File: src/rtl/lcd_fetch_arb.sv
`default_nettype none
// =====================================================================
// Module   : lcd_fetch_arb
// Desc     : LCD refresh fetch sequencer and memory-bus arbiter. Reads
//            attribute pairs from the screen base, resolves the font
//            table, fetches the glyph byte and presents {attr, glyph}.
//            The Z80 always has bus priority.
// Options  : `define LCD_FETCH_WAIT_EN enables the CPU starvation guard
// Revision : 1.0  initial release
// =====================================================================
module lcd_fetch_arb #(
  parameter int NCOLS  = 108,
  parameter int STARVE = 16
) (
  input  logic        mck,
  input  logic        rin,
  input  logic        lcd_en,
  input  logic [10:0] sbr,
  input  logic [12:0] pb0,
  input  logic [9:0]  pb1,
  input  logic [8:0]  pb2,
  input  logic [10:0] pb3,
  input  logic        line_start,
  input  logic [2:0]  row,
  input  logic [2:0]  line,
  input  logic        cpu_req,
  input  logic [21:0] cpu_ma,
  output logic [21:0] ma,
  output logic        lcd_rd,
  input  logic [7:0]  mdi,
  output logic [7:0]  out_data,
  output logic [7:0]  out_attr,
  output logic        out_valid,
  input  logic        out_ready,
  output logic        busy,
  output logic        line_done,
  output logic        cpu_wait_n
);

  typedef enum logic [2:0] {
    ST_IDLE = 3'd0,
    ST_ALO  = 3'd1,
    ST_AHI  = 3'd2,
    ST_GLY  = 3'd3,
    ST_HOLD = 3'd4
  } state_t;

  localparam logic [6:0] LAST_COL = 7'(NCOLS - 1);

  // Column counter is 7 bits and the guard counter is 5 bits
  if (NCOLS < 1 || NCOLS > 128 || STARVE < 1 || STARVE > 31) begin : g_param_check
    $error("lcd_fetch_arb: NCOLS or STARVE out of range");
  end

  state_t      state;
  logic        phase_s;      // 0 = address phase, 1 = sample phase
  logic [6:0]  col;
  logic [2:0]  row_q;
  logic [2:0]  line_q;
  logic [7:0]  lo_q;
  logic [7:0]  hi_q;
  logic [7:0]  gly_q;        // glyph parked while the output is full

  logic        fetching;
  logic        granted;
  logic        can_load;
  logic        do_load;
  logic [7:0]  load_byte;
  logic [21:0] scr_addr;
  logic [21:0] gly_addr;
  logic [21:0] fetch_addr;
  logic [8:0]  lores_code;
  logic [9:0]  hires_code;

  assign fetching   = (state == ST_ALO) || (state == ST_AHI) || (state == ST_GLY);
  assign can_load   = !out_valid || out_ready;
  assign do_load    = can_load &&
                      ((state == ST_HOLD) || ((state == ST_GLY) && phase_s && granted));
  assign load_byte  = (state == ST_HOLD) ? gly_q : mdi;

  assign scr_addr   = {sbr, row_q, col, 1'b0};
  assign lores_code = {hi_q[0], lo_q};
  assign hires_code = {hi_q[1:0], lo_q};

  // Font table selection from the character code
  always_comb begin
    gly_addr = {pb1, lores_code, line_q};
    if (!hi_q[5]) begin
      if (lores_code >= 9'h1C0) gly_addr = {pb0, lores_code[5:0], line_q};
    end else begin
      if (hires_code < 10'h300) gly_addr = {pb2, hires_code, line_q};
      else                      gly_addr = {pb3, hires_code[7:0], line_q};
    end
  end

  // Address presented by the fetch engine for the current state
  always_comb begin
    case (state)
      ST_AHI:  fetch_addr = {scr_addr[21:1], 1'b1};
      ST_GLY:  fetch_addr = gly_addr;
      default: fetch_addr = scr_addr;
    endcase
  end

  assign lcd_rd = fetching && granted;
  assign ma     = lcd_rd ? fetch_addr : cpu_ma;

`ifdef LCD_FETCH_WAIT_EN
  localparam logic [4:0] STARVE_LIM = 5'(STARVE);

  logic [4:0] starve_cnt;
  logic       force_q;

  assign granted    = !cpu_req || force_q;
  assign cpu_wait_n = !force_q;

  // Count consecutive blocked fetch cycles; once the limit is reached, stall the CPU for one access
  always_ff @(posedge mck) begin
    if (rin || !lcd_en || line_start || !fetching) begin
      starve_cnt <= 5'd0;
      force_q    <= 1'b0;
    end else if (phase_s && granted) begin
      starve_cnt <= 5'd0;
      force_q    <= 1'b0;
    end else if (!granted) begin
      if (starve_cnt == STARVE_LIM) force_q <= 1'b1;
      else                          starve_cnt <= starve_cnt + 5'd1;
    end else if (!force_q) begin
      starve_cnt <= 5'd0;
    end
  end
`else
  assign granted    = !cpu_req;
  assign cpu_wait_n = 1'b1;
`endif

  // Fetch sequencer, output register and line bookkeeping
  always_ff @(posedge mck) begin
    line_done <= 1'b0;
    if (rin) begin
      state     <= ST_IDLE;
      phase_s   <= 1'b0;
      col       <= 7'd0;
      row_q     <= 3'd0;
      line_q    <= 3'd0;
      lo_q      <= 8'd0;
      hi_q      <= 8'd0;
      gly_q     <= 8'd0;
      out_data  <= 8'd0;
      out_attr  <= 8'd0;
      out_valid <= 1'b0;
      busy      <= 1'b0;
    end else if (!lcd_en) begin
      state     <= ST_IDLE;
      phase_s   <= 1'b0;
      busy      <= 1'b0;
      out_valid <= 1'b0;
    end else if (line_start) begin
      // Abandon any line in progress; a pending output is kept
      row_q   <= row;
      line_q  <= line;
      col     <= 7'd0;
      state   <= ST_ALO;
      phase_s <= 1'b0;
      busy    <= 1'b1;
      if (out_ready) out_valid <= 1'b0;
    end else begin
      if (out_ready) out_valid <= 1'b0;
      if (do_load) begin
        out_data  <= load_byte;
        out_attr  <= hi_q;
        out_valid <= 1'b1;
        col       <= col + 7'd1;
        phase_s   <= 1'b0;
        if (col == LAST_COL) begin
          state     <= ST_IDLE;
          busy      <= 1'b0;
          line_done <= 1'b1;
        end else begin
          state <= ST_ALO;
        end
      end else if (fetching) begin
        if (!granted) begin
          // CPU took the bus: the access restarts from its address phase
          phase_s <= 1'b0;
        end else if (!phase_s) begin
          phase_s <= 1'b1;
        end else begin
          phase_s <= 1'b0;
          case (state)
            ST_ALO: begin
              lo_q  <= mdi;
              state <= ST_AHI;
            end
            ST_AHI: begin
              hi_q  <= mdi;
              state <= ST_GLY;
            end
            default: begin
              // Glyph arrived but the output register is still full
              gly_q <= mdi;
              state <= ST_HOLD;
            end
          endcase
        end
      end
    end
  end

endmodule
`default_nettype wire

File: config.mk
export PLATFORM = sky130hd
export DESIGN_NAME = lcd_fetch_arb
export DESIGN_NICKNAME = d
export VERILOG_FILES = /design/src/rtl/lcd_fetch_arb.sv
export SDC_FILE = /design/constraint.sdc
export NUM_CORES = 1
export LEC_CHECK = 0
export ABC_AREA = 1
export BUFFER_PORTS_ARGS = -buffer_cell sky130_fd_sc_hd__buf_4
export CAP_MARGIN = 5
export CORE_ASPECT_RATIO = 1.2
export CORE_MARGIN = 1
export CORE_UTILIZATION = 48
export DETAILED_ROUTE_END_ITERATION = 8
export GPL_ROUTABILITY_DRIVEN = 0
export PLACE_DENSITY = 0.83
export SKIP_CTS_REPAIR_TIMING = 1
export SYNTH_ARGS = -nofsm -noshare
export SYNTH_HDL_FRONTEND = slang
export SYNTH_SLANG_ARGS = --single-unit
File: constraint.sdc
create_clock -name mck -period 1.9 [get_ports mck]
set_input_delay 0.19 -clock mck [delete_from_list [all_inputs] [get_ports mck]]
set_output_delay 0.19 -clock mck [all_outputs]
set_load 0.005 [all_outputs]
# Word-level counts from Yosys, hierarchy flattened
# Cells that the tools add are included.
# word_totals
elab_cells,83
inputBits,96
regBits,60
output_inout_bits,43
# classes
n_lt_le_gt_ge,2
n_reduce_logical,30
n_bitwise,5
addsub,1
mux,24
n_eq_ne,7
# ops
cell,count
two-way mux 22 bit,4
case mux 22 bit (2 select lines),1
AND reduction 7 bit,3
two-way mux 7 bit,2
two-way mux 3 bit,4
two-way mux 1 bit,11
"less-than comparator 10 bit, second input constant",1
">= comparator 9 bit, second input constant",1
AND reduction 3 bit,3
two-way mux 8 bit,1
nonzero test 2 bit,4
OR reduction 4 bit,2
"adder 7 x 1 -> 7 bit, second input constant",1
"equality test 7 bit, second input constant",1
"equality test 3 x 2 -> 1 bit, second input constant",2
case mux 3 bit (2 select lines),1
AND reduction 2 bit,3
nonzero test 3 bit,2
inverter 1 bit,5
logical AND 1 bit,4
logical OR 1 bit,4
OR reduction 2 bit,2
"equality test 3 x 1 -> 1 bit, second input constant",1
"equality test 3 bit, second input constant",1
4 further kinds,5

# Logic depth before layout (Yosys ltp)
# Gate-level depths: netlist of the first run.
# depth
depth_word,7
mapped_depth,10
mapped_depth_nobuf,9

# Worst setup path before layout of the first run
# OpenSTA, ideal clock, no wires.
# synth_path
kind,register -> output
from,register state[2]
to,output ma[10]
required_time_ps,1710
arrival_time_ps,1180
slack_ps,530
path_buffers,1
path_stages_with_launch,7
path_cell_list,dfxtp_1 inv_1 o21ai_1 nor2_1 clkbuf_1 nor2_1 a21oi_1
# synth_between
elab_chain_len,5
# synth_lines
item,line,rtl
start: declaration,55,state_t state;
start signal: assignment,141,state <= ST_IDLE;
start signal: assignment,154,state <= ST_IDLE;
start signal: assignment,163,state <= ST_ALO;
equality test 3 x 1 -> 1 bit / equality test 3 x 2 -> 1 bit (equally long branches),"75, 98",
logical OR 1 bit (2 in series),75,assign fetching = (state == ST_ALO) || (state == ST_AHI) || (state == ST_GLY);
logical AND 1 bit,105,assign lcd_rd = fetching && granted;
two-way mux 22 bit (*),106,assign ma = lcd_rd ? fetch_addr : cpu_ma;
end: declaration,28,"output logic [21:0] ma,"
# Mark *: on every way between the ends. The rest lies on a longest branch, timed or not.

# Final worst setup path of the first run
# layout_path
from,register state[2]
to,output ma[3]
# The elaborated chain is that of the path after synthesis.

==> flow_summary.ini, run 1 <==
[status]
status = complete, but fails checks
violations = negative setup slack

[timing]
drv_slew = 0
rsz0062_at_grt = yes
worst_pin_slew_ns = 0.537
setup_tns_ns = -0.00186
finalSetupViolCount = 1
fin_ws_ns = -0.00186
hold_viol_final = 0
relSlewSlack_pct = 64.1
fmax_mhz = 526
worst_hold_slack_ns = 0.0957
post-route-min-period_ns = 1.90
timing.final.crit_share_pct = 100
clock_skew_ns = 0.00350

[clocking]
clock-sinks = 60
cts_inserted_buffers = 9
path_clk_slew_ns = 0.06
clkLatencyLatePin_ns = 0.34
cts_tree = built
htreeDepth = 3
cts-root-buf = clkbuf_8
clk_path_buf_depth = 2

[setup_path]
cp_top_family = buffers and inverters
start_kind = flop
critPathMaxFanout = 10
arrival_ns = 1.71
path_buf_inv = 4
r2r_setup_slack_ns = 0.15
worstSetupEndpointType = primary output
worstPathCellList = inv_4, o21ai_4, nor2_4, buf_12, buf_6, nor2_1, a21oi_1, buf_4
reg2reg_depth = 8
path_class = reg -> out
worstPathRequired_ns = 1.71
cp_slowest_cell = dfxtp_4
cp_slowest_stage_delay_ns = 0.36
worstReg2RegStart = state[1]
r2r-end = col[6]

[logic_synthesis]
ys.warnings.count = 0
syn_avg_cell_area_um2 = 6.37
ys_top_cells_by_area = dfxtp_1, nand2_1, a21oi_1
synth_area_leader_cell = dfxtp_1
synth_cell_types = 31
yosysSeqAreaShare_pct = 35.9
synth-seq-cells = 60
synth_cells = 525
syn-cell-area_um2 = 3340
syn_nets = 622
netlist.area_leader.share_pct = 35.9

[hold_path]
worstHoldPathCells = 3
hold_path.class = in -> reg
min_to = line_q[0]
worstHoldStart = line[0]

[global_routing]
antenna_found_initial = 0
grt_pass1_vias = 3633
grt_max_degree = 37
grt_pass1_wl_mm = 16.9
grt_usage_pct = 30.0
grt_overflow = 0

[detailed_routing]
drt-initial-drc-count = 243
wl_per_cell_um = 15.3
antenna_left = 0
route.detailed.drc = 0
firstDrtPassIters = 6
routed-via-count = 4153
vias_per_cell = 5.48
drt_wl_total_mm = 11.6

[power]
ir_drop_mv = 0.443
powerDensity_nw_per_um2 = 562
p_leak_nw = 2.18

[layout]
multi_input_area_um2 = 1930
seqCellArea_um2 = 1210
diodes = 0
fillCellCount = 541
area_growth_pct = 45.4
drive_gt1_share_pct = 32.5
fin_nets = 765

[floorplanning]
dieArea_um2 = 7310
coreArea_um2 = 6570
ios = 139
num_rows = 32
die_x_um = 78.2
die_h_um = 93.4
initial_core_util_pct = 50.9

[placed_design]
io_buffers = 137
dp_slack_ns = 0.220
hpwl_mm = 8.29

[flow_run]
maxCapViolations = 0
[cell families after synthesis]
kind of cell,after synthesis,synth area share [%]
buffers and inverters,71,8.98
AND/OR/NAND/NOR,271,36.0
other,1,0.112
flip-flops,60,35.9
AO/OA/AOI/OAI,121,18.7
adder cells (fa/ha/maj),1,0.374
[placed cells by master (no fill, tap or decap), types with 2 or more instances in the layout]
master,count
a21oi_1,60
nand2_2,5
nand4_1,13
o211ai_1,2
dfxtp_1,56
clkinv_2,3
buf_6,2
nor2_2,5
clkinvlp_4,4
nand3_1,39
inv_1,38
o21ai_0,43
nand2_1,110
clkbuf_8,12
inv_2,3
buf_8,2
dfxtp_2,2
nand3_4,3
buf_4,149
dfxtp_4,2
buf_12,2
nor2_1,86
a21oi_2,10
nor2_4,5
[state kept, by name, indices dropped and copies added, names as in the netlist, 3 cells and up]
register / count
line_q: 3
out_data: 8
gly_q: 8
hi_q: 8
row_q: 3
state: 3
lo_q: 8
col: 7
out_attr: 8
[worst reg2reg max path, cell delays in order (launching register included)]
cell	delay (ns)
dfxtp_2	0.38
nand2_1	0.11
nor2_4	0.17
nand2_2	0.12
nand2_4	0.10
nand2_2	0.10
nor2_4	0.39
nand2_1	0.12
a21oi_1	0.17
[Yosys cell counts]
cell type	n
nand3_1	40
inv_1	40
nand2_4	1
buf_2	6
conb_1	1
nor2_2	2
o21ai_0	43
nand3_2	1
nand2_2	4
clkinv_1	2
nand4_2	1
nor2_1	91
a21oi_1	70
o21bai_1	1
a211oi_1	1
dfxtp_1	60
buf_6	2
ha_1	1
nand2_1	111
buf_4	3
nand3_4	2
o211ai_1	2
o31ai_1	2
o2111ai_1	1
clkbuf_1	15
inv_2	3
or2_0	1
nand4_1	13
nor3_4	1
nor2_4	3
o21ai_1	1
[cell type report]
| class | instances | share of cell area, % |
|---|---|---|
| Timing Repair inverter | 3 | 0.437 |
| Tap cell | 85 | 2.19 |
| Clock buffer | 12 | 3.40 |
| Clock inverter | 4 | 0.463 |
| Sequential cell | 60 | 24.9 |
| Inverter | 45 | 3.94 |
| Multi-Input combinational cell | 394 | 39.8 |
| Timing Repair Buffer | 155 | 24.9 |
[layer usage]
layer	GRT usage (%)	share of wire (%)	wire length (um)
met2	53.2	49	5730
met5	0	0	0
met3	6.05	7.3	847
met1	32.3	38	4400
met4	18.7	5.4	632
[where the power goes]
group / internal (mW) / leakage, nW / switching (mW)
sequential: 1.27 / 0.487 / 0.00745
clock: 0.572 / 0.0982 / 0.499
combinational: 0.222 / 1.60 / 0.170
total: 2.06 / 2.18 / 0.676
[how the worst max path moves through the flow]
| stage | startpoint | end | slack [ns] | depth (start not counted) |
|---|---|---|---|---|
| floorplan | state[2] | ma[10] | 0.53 | 6 |
| global placement | hi_q[0] | ma[12] | 0.25 | 7 |
| detailed placement | state[2] | ma[9] | 0.22 | 7 |
| CTS | state[2] | ma[9] | -0.15 | 7 |
| global route | state[2] | ma[18] | -0.06 | 8 |
| finish | state[2] | ma[3] | -0.002 | 8 |
[metrics by stage]
| stage | area (um^2) | cells | utilization, % | power [mW] |
|---|---|---|---|---|
| after global placement | 4420 | 731 | 67.4 | 1.66 |
| after global routing | 4860 | 758 | 74.1 | 2.82 |
| after floorplan | 3340 | 525 | - | 1.42 |
| after CTS | 4610 | 747 | 70.2 | 2.71 |
| after detailed placement | 4420 | 731 | 67.4 | 1.66 |
| final | 4860 | 758 | 74.1 | 2.74 |
Power figures use the tool's default switching activity.
==> inputs of run 2 (changes only) <==
- CORE_ASPECT_RATIO: 1.2 -> default
- PLACE_DENSITY: 0.83 -> 0.89
==> flow_summary.ini, run 2 (synthesis gave the netlist of run 1 again) <==
[clocking]
clkLatencyLatePin_ns = 0.34
cts_tree = built
cts-root-buf = clkbuf_8
clk_path_buf_depth = 2
htreeDepth = 3
clock-sinks = 60
cts_inserted_buffers = 9
path_clk_slew_ns = 0.07

[detailed_routing]
route.detailed.drc = 0
vias_per_cell = 5.38
firstDrtPassIters = 5
drt-initial-drc-count = 325
drt_wl_total_mm = 11.0
antenna_left = 0
routed-via-count = 4013
wl_per_cell_um = 14.7

[timing]
post-route-min-period_ns = 1.86
timing.final.crit_share_pct = 97.7
hold_viol_final = 0
relSlewSlack_pct = 63.4
fin_ws_ns = 0.0442
drv_slew = 0
fmax_mhz = 539
finalSetupViolCount = 0
worst_pin_slew_ns = 0.549
clock_skew_ns = 0.00813

[global_routing]
grt_usage_pct = 28.2
antenna_found_initial = 0
grt_pass1_wl_mm = 16.4
grt_overflow = 0
grt_max_degree = 39
grt_pass1_vias = 3510

[layout]
final_common_cell = buf_4
fillCellCount = 546
layout_common_cells = buf_4, nand2_1, nor2_1, a21oi_1, dfxtp_1
finalNonFillerCells = 746
diodes = 0
fin_nets = 758
drive_gt1_share_pct = 29.7
area_growth_pct = 42.7

[placed_design]
place_inst = 725
hpwl_mm = 7.69
dp_slack_ns = 0.180
io_buffers = 137

[setup_path]
arrival_ns = 1.67
critPathMostFrequentCell = a21oi_1
cp_slowest_cell = dfxtp_2
cp_top_family = compound AO/OA/AOI/OAI gates
worstPathRequired_ns = 1.71
path_buf_inv = 3
cp_slowest_stage_delay_ns = 0.34
worstPathCellList = o21ai_2, nor2_4, buf_12, clkinv_8, a21oi_1, a21oi_1, buf_4
reg2reg_depth = 8
r2r-end = out_data[1]
worstReg2RegStart = phase_s
r2r_setup_slack_ns = 0.09
worstSetupEndpointType = primary output
start_kind = flop
critPathMaxFanout = 25
path_class = reg -> out

[hold_path]
min_to = row_q[0]
worstHoldPathCells = 3
hold_path.class = in -> reg
worstHoldStart = row[0]

[flow_run]
maxCapViolations = 0

[power]
p_leak_nw = 2.17
powerDensity_nw_per_um2 = 627
ir_drop_mv = 0.442
power_mw = 2.99

[floorplanning]
ios = 139
initial_core_util_pct = 49.5
die_x_um = 85.5
die_h_um = 85.5
coreArea_um2 = 6760
num_rows = 30
dieArea_um2 = 7310

[status]
status = completed
-- run 2: final cells by class --
type / instances / area (um^2) / area share (%)
Multi-Input combinational cell: 395 / 1890 / 39.6
Sequential cell: 60 / 1210 / 25.3
Timing Repair Buffer: 149 / 1150 / 24.1
Inverter: 45 / 185 / 3.88
Clock buffer: 12 / 165 / 3.46
Tap cell: 80 / 100 / 2.10
Clock inverter: 4 / 70.1 / 1.47
Timing Repair inverter: 1 / 7.51 / 0.157
-- run 2: power breakdown --
group          internal [mW]  total, mW  switching (mW)
logic                  0.215      0.372           0.157
clock network          0.841       1.35           0.505
registers               1.27       1.27         0.00590
-- run 2: metrics by stage --
step	hold WS (ns)	area [um^2]	TNS (ns)	utilization (%)
finish	0.112	4770	0	70.6
global route	0.120	4770	-0.0808	70.6
floorplan	0.318	3340	0	-
detailed placement	0.454	4410	0	65.3
global placement	0.449	4410	0	65.3
CTS	0.103	4640	-2.56	68.7
-- run 2: worst max path at each step --
| stage | slack [ns] | from | cells after the start | to |
|---|---|---|---|---|
| CTS | -0.18 | state[2] | 7 | ma[20] |
| global route | -0.03 | state[2] | 8 | ma[1] |
| global placement | 0.29 | state[2] | 7 | ma[20] |
| detailed placement | 0.18 | state[0] | 8 | col[6] |
| finish | 0.04 | state[1] | 7 | ma[20] |
| floorplan | 0.53 | state[2] | 6 | ma[10] |
-- run 2: per-layer routing --
metal / track usage, % / vias to the layer above / wire length [um]
met5: 0 / - / 0
met4: 8.33 / 0 / 157
met3: 5.25 / 23 / 980
met2: 44.9 / 200 / 5190
met1: 39.0 / 1798 / 4670
li1: - / 1992 / -
-- run 2: tightest hold or removal path: stages --
cell and delay [ns]:
buf_4 0.08, o21ai_0 0.07, nor2_1 0.08
==> inputs of run 3 (changes only) <==
- GPL_TIMING_DRIVEN: default -> 0
==> flow_summary.ini, run 3 (synthesis gave the netlist of run 1 again) <==
[setup_path]
path_class = reg -> out
start_kind = flop
arrival_ns = 1.70
critPathMostFrequentCell = a21oi_2
r2r_setup_slack_ns = 0.24
cp_slowest_stage_delay_ns = 0.36
worstSetupEndpointType = primary output
worstPathCellList = inv_2, o21ai_2, nor2_4, inv_4, buf_6, a21oi_2, a21oi_2, buf_4
worstPathRequired_ns = 1.71
cp_slowest_cell = dfxtp_2
critPathMaxFanout = 10

[timing]
timing.final.crit_share_pct = 99.4
worst_hold_slack_ns = 0.0944
hold_viol_final = 0
fin_ws_ns = 0.0123
worst_pin_slew_ns = 0.516
clock_skew_ns = 0.00652
rsz0062_at_grt = yes
relSlewSlack_pct = 65.6
finalSetupViolCount = 0
drv_slew = 0
setup_tns_ns = 0
fmax_mhz = 530
post-route-min-period_ns = 1.89

[global_routing]
grt_util_met2_pct = 48.4
grt_usage_pct = 29.7
grt_max_degree = 11
grt_overflow = 0
grt_pass1_vias = 3657
grt_use_met1_pct = 39.5
grt_most_used_layer = met2
grt_pass1_wl_mm = 17.2
antenna_found_initial = 0
use_met3_pct = 5.93

[floorplanning]
initial_core_util_pct = 49.5
num_rows = 30
ios = 139
dieArea_um2 = 7310
die_h_um = 85.5
die_x_um = 85.5
coreArea_um2 = 6760

[detailed_routing]
routed-via-count = 4059
vias_per_cell = 5.33
drt-initial-drc-count = 332
route.detailed.drc = 0
firstDrtPassIters = 5
wl_per_cell_um = 14.3
antenna_left = 0
drt_wl_total_mm = 10.9

[layout]
drive_gt1_share_pct = 31.4
fin_nets = 774
layout_common_cells = buf_4, nand2_1, nor2_1, a21oi_1, dfxtp_1
final_common_cell = buf_4
finalNonFillerCells = 762
fillCellCount = 565
area_growth_pct = 43.7
diodes = 0
finish.utilization_pct = 71.1

[placed_design]
dp_slack_ns = 0.0435
hpwl_mm = 8.16
place_inst = 741
io_buffers = 136

[clocking]
clkLatencyLatePin_ns = 0.35
cts_tree = built
clock-sinks = 60
htreeDepth = 3
clk_path_buf_depth = 2
cts_inserted_buffers = 9
cts-root-buf = clkbuf_8
path_clk_slew_ns = 0.07

[power]
power_frac_clock_pct = 39.8
p_leak_nw = 2.20
powerDensity_nw_per_um2 = 571
ir_drop_mv = 0.514
internal-power_mw = 2.06
switching_share_pct = 25.1
p_seq_share_pct = 46.3
netSwitchingPower_mw = 0.691
pwr-share-comb_pct = 13.9

[status]
status = completed

[hold_path]
hold_path.class = in -> reg

[flow_run]
maxCapViolations = 0
==> run 3: cell types whose count changed in the layout (fill, tap and decap cells not counted), sizes merged <==
cell      delta
clkbuf      +12
buf          +4
clkinvlp     +3
clkinv       -1
inv          +1
nor2         -1
bufinv       -2
==> run 3: routing by layer <==
metal / vias to the layer above / wire (um)
met2: 178 / 5120
li1: 2027 / -
met4: 0 / 201
met1: 1830 / 4720
met3: 24 / 879
met5: - / 0
==> run 3: worst max-delay path: cells and delay by family (launching register included) <==
kind	cells	cell delay [ns]
buffers and inverters	4	0.46
AND/OR/NAND/NOR	1	0.22
flip-flops	1	0.36
AO/OA/AOI/OAI	3	0.31
==> run 3: power by group through the flow <==
stage / clock, mW / sequential (mW) / combinational (mW)
final: 1.09 / 1.27 / 0.382
after global routing: 1.15 / 1.27 / 0.416
after CTS: 1.10 / 1.27 / 0.368
after detailed placement: 0 / 1.30 / 0.366
after global placement: 0 / 1.30 / 0.358
after floorplan: 0 / 1.30 / 0.123
==> run 3: layout make-up <==
type,instances,area (um^2),area share (%)
sequential,60,1210,25.2
timing repair buffer,139,1040,21.7
inverter,45,179,3.72
multi-input combinational,394,1910,39.7
buffer,26,165,3.44
timing repair inverter,2,10.0,0.208
tap,80,100,2.08
clock buffer,12,165,3.44
clock inverter,4,22.5,0.469
==> run 3: worst paths after layout <==
check,start,to,cells past startpoint
setup / recovery,state[2],ma[16],8
hold / removal,line[0],line_q[0],3
setup reg to reg,state[1],out_data[0],9
hold reg to reg,lo_q[4],lo_q[4],2
==> run 3: per-stage QoR <==
stage | power (mW) | area, um^2
after floorplan | 1.42 | 3340
after global placement | 1.66 | 4470
after detailed placement | 1.67 | 4470
after CTS | 2.74 | 4650
after global routing | 2.84 | 4810
final | 2.75 | 4810
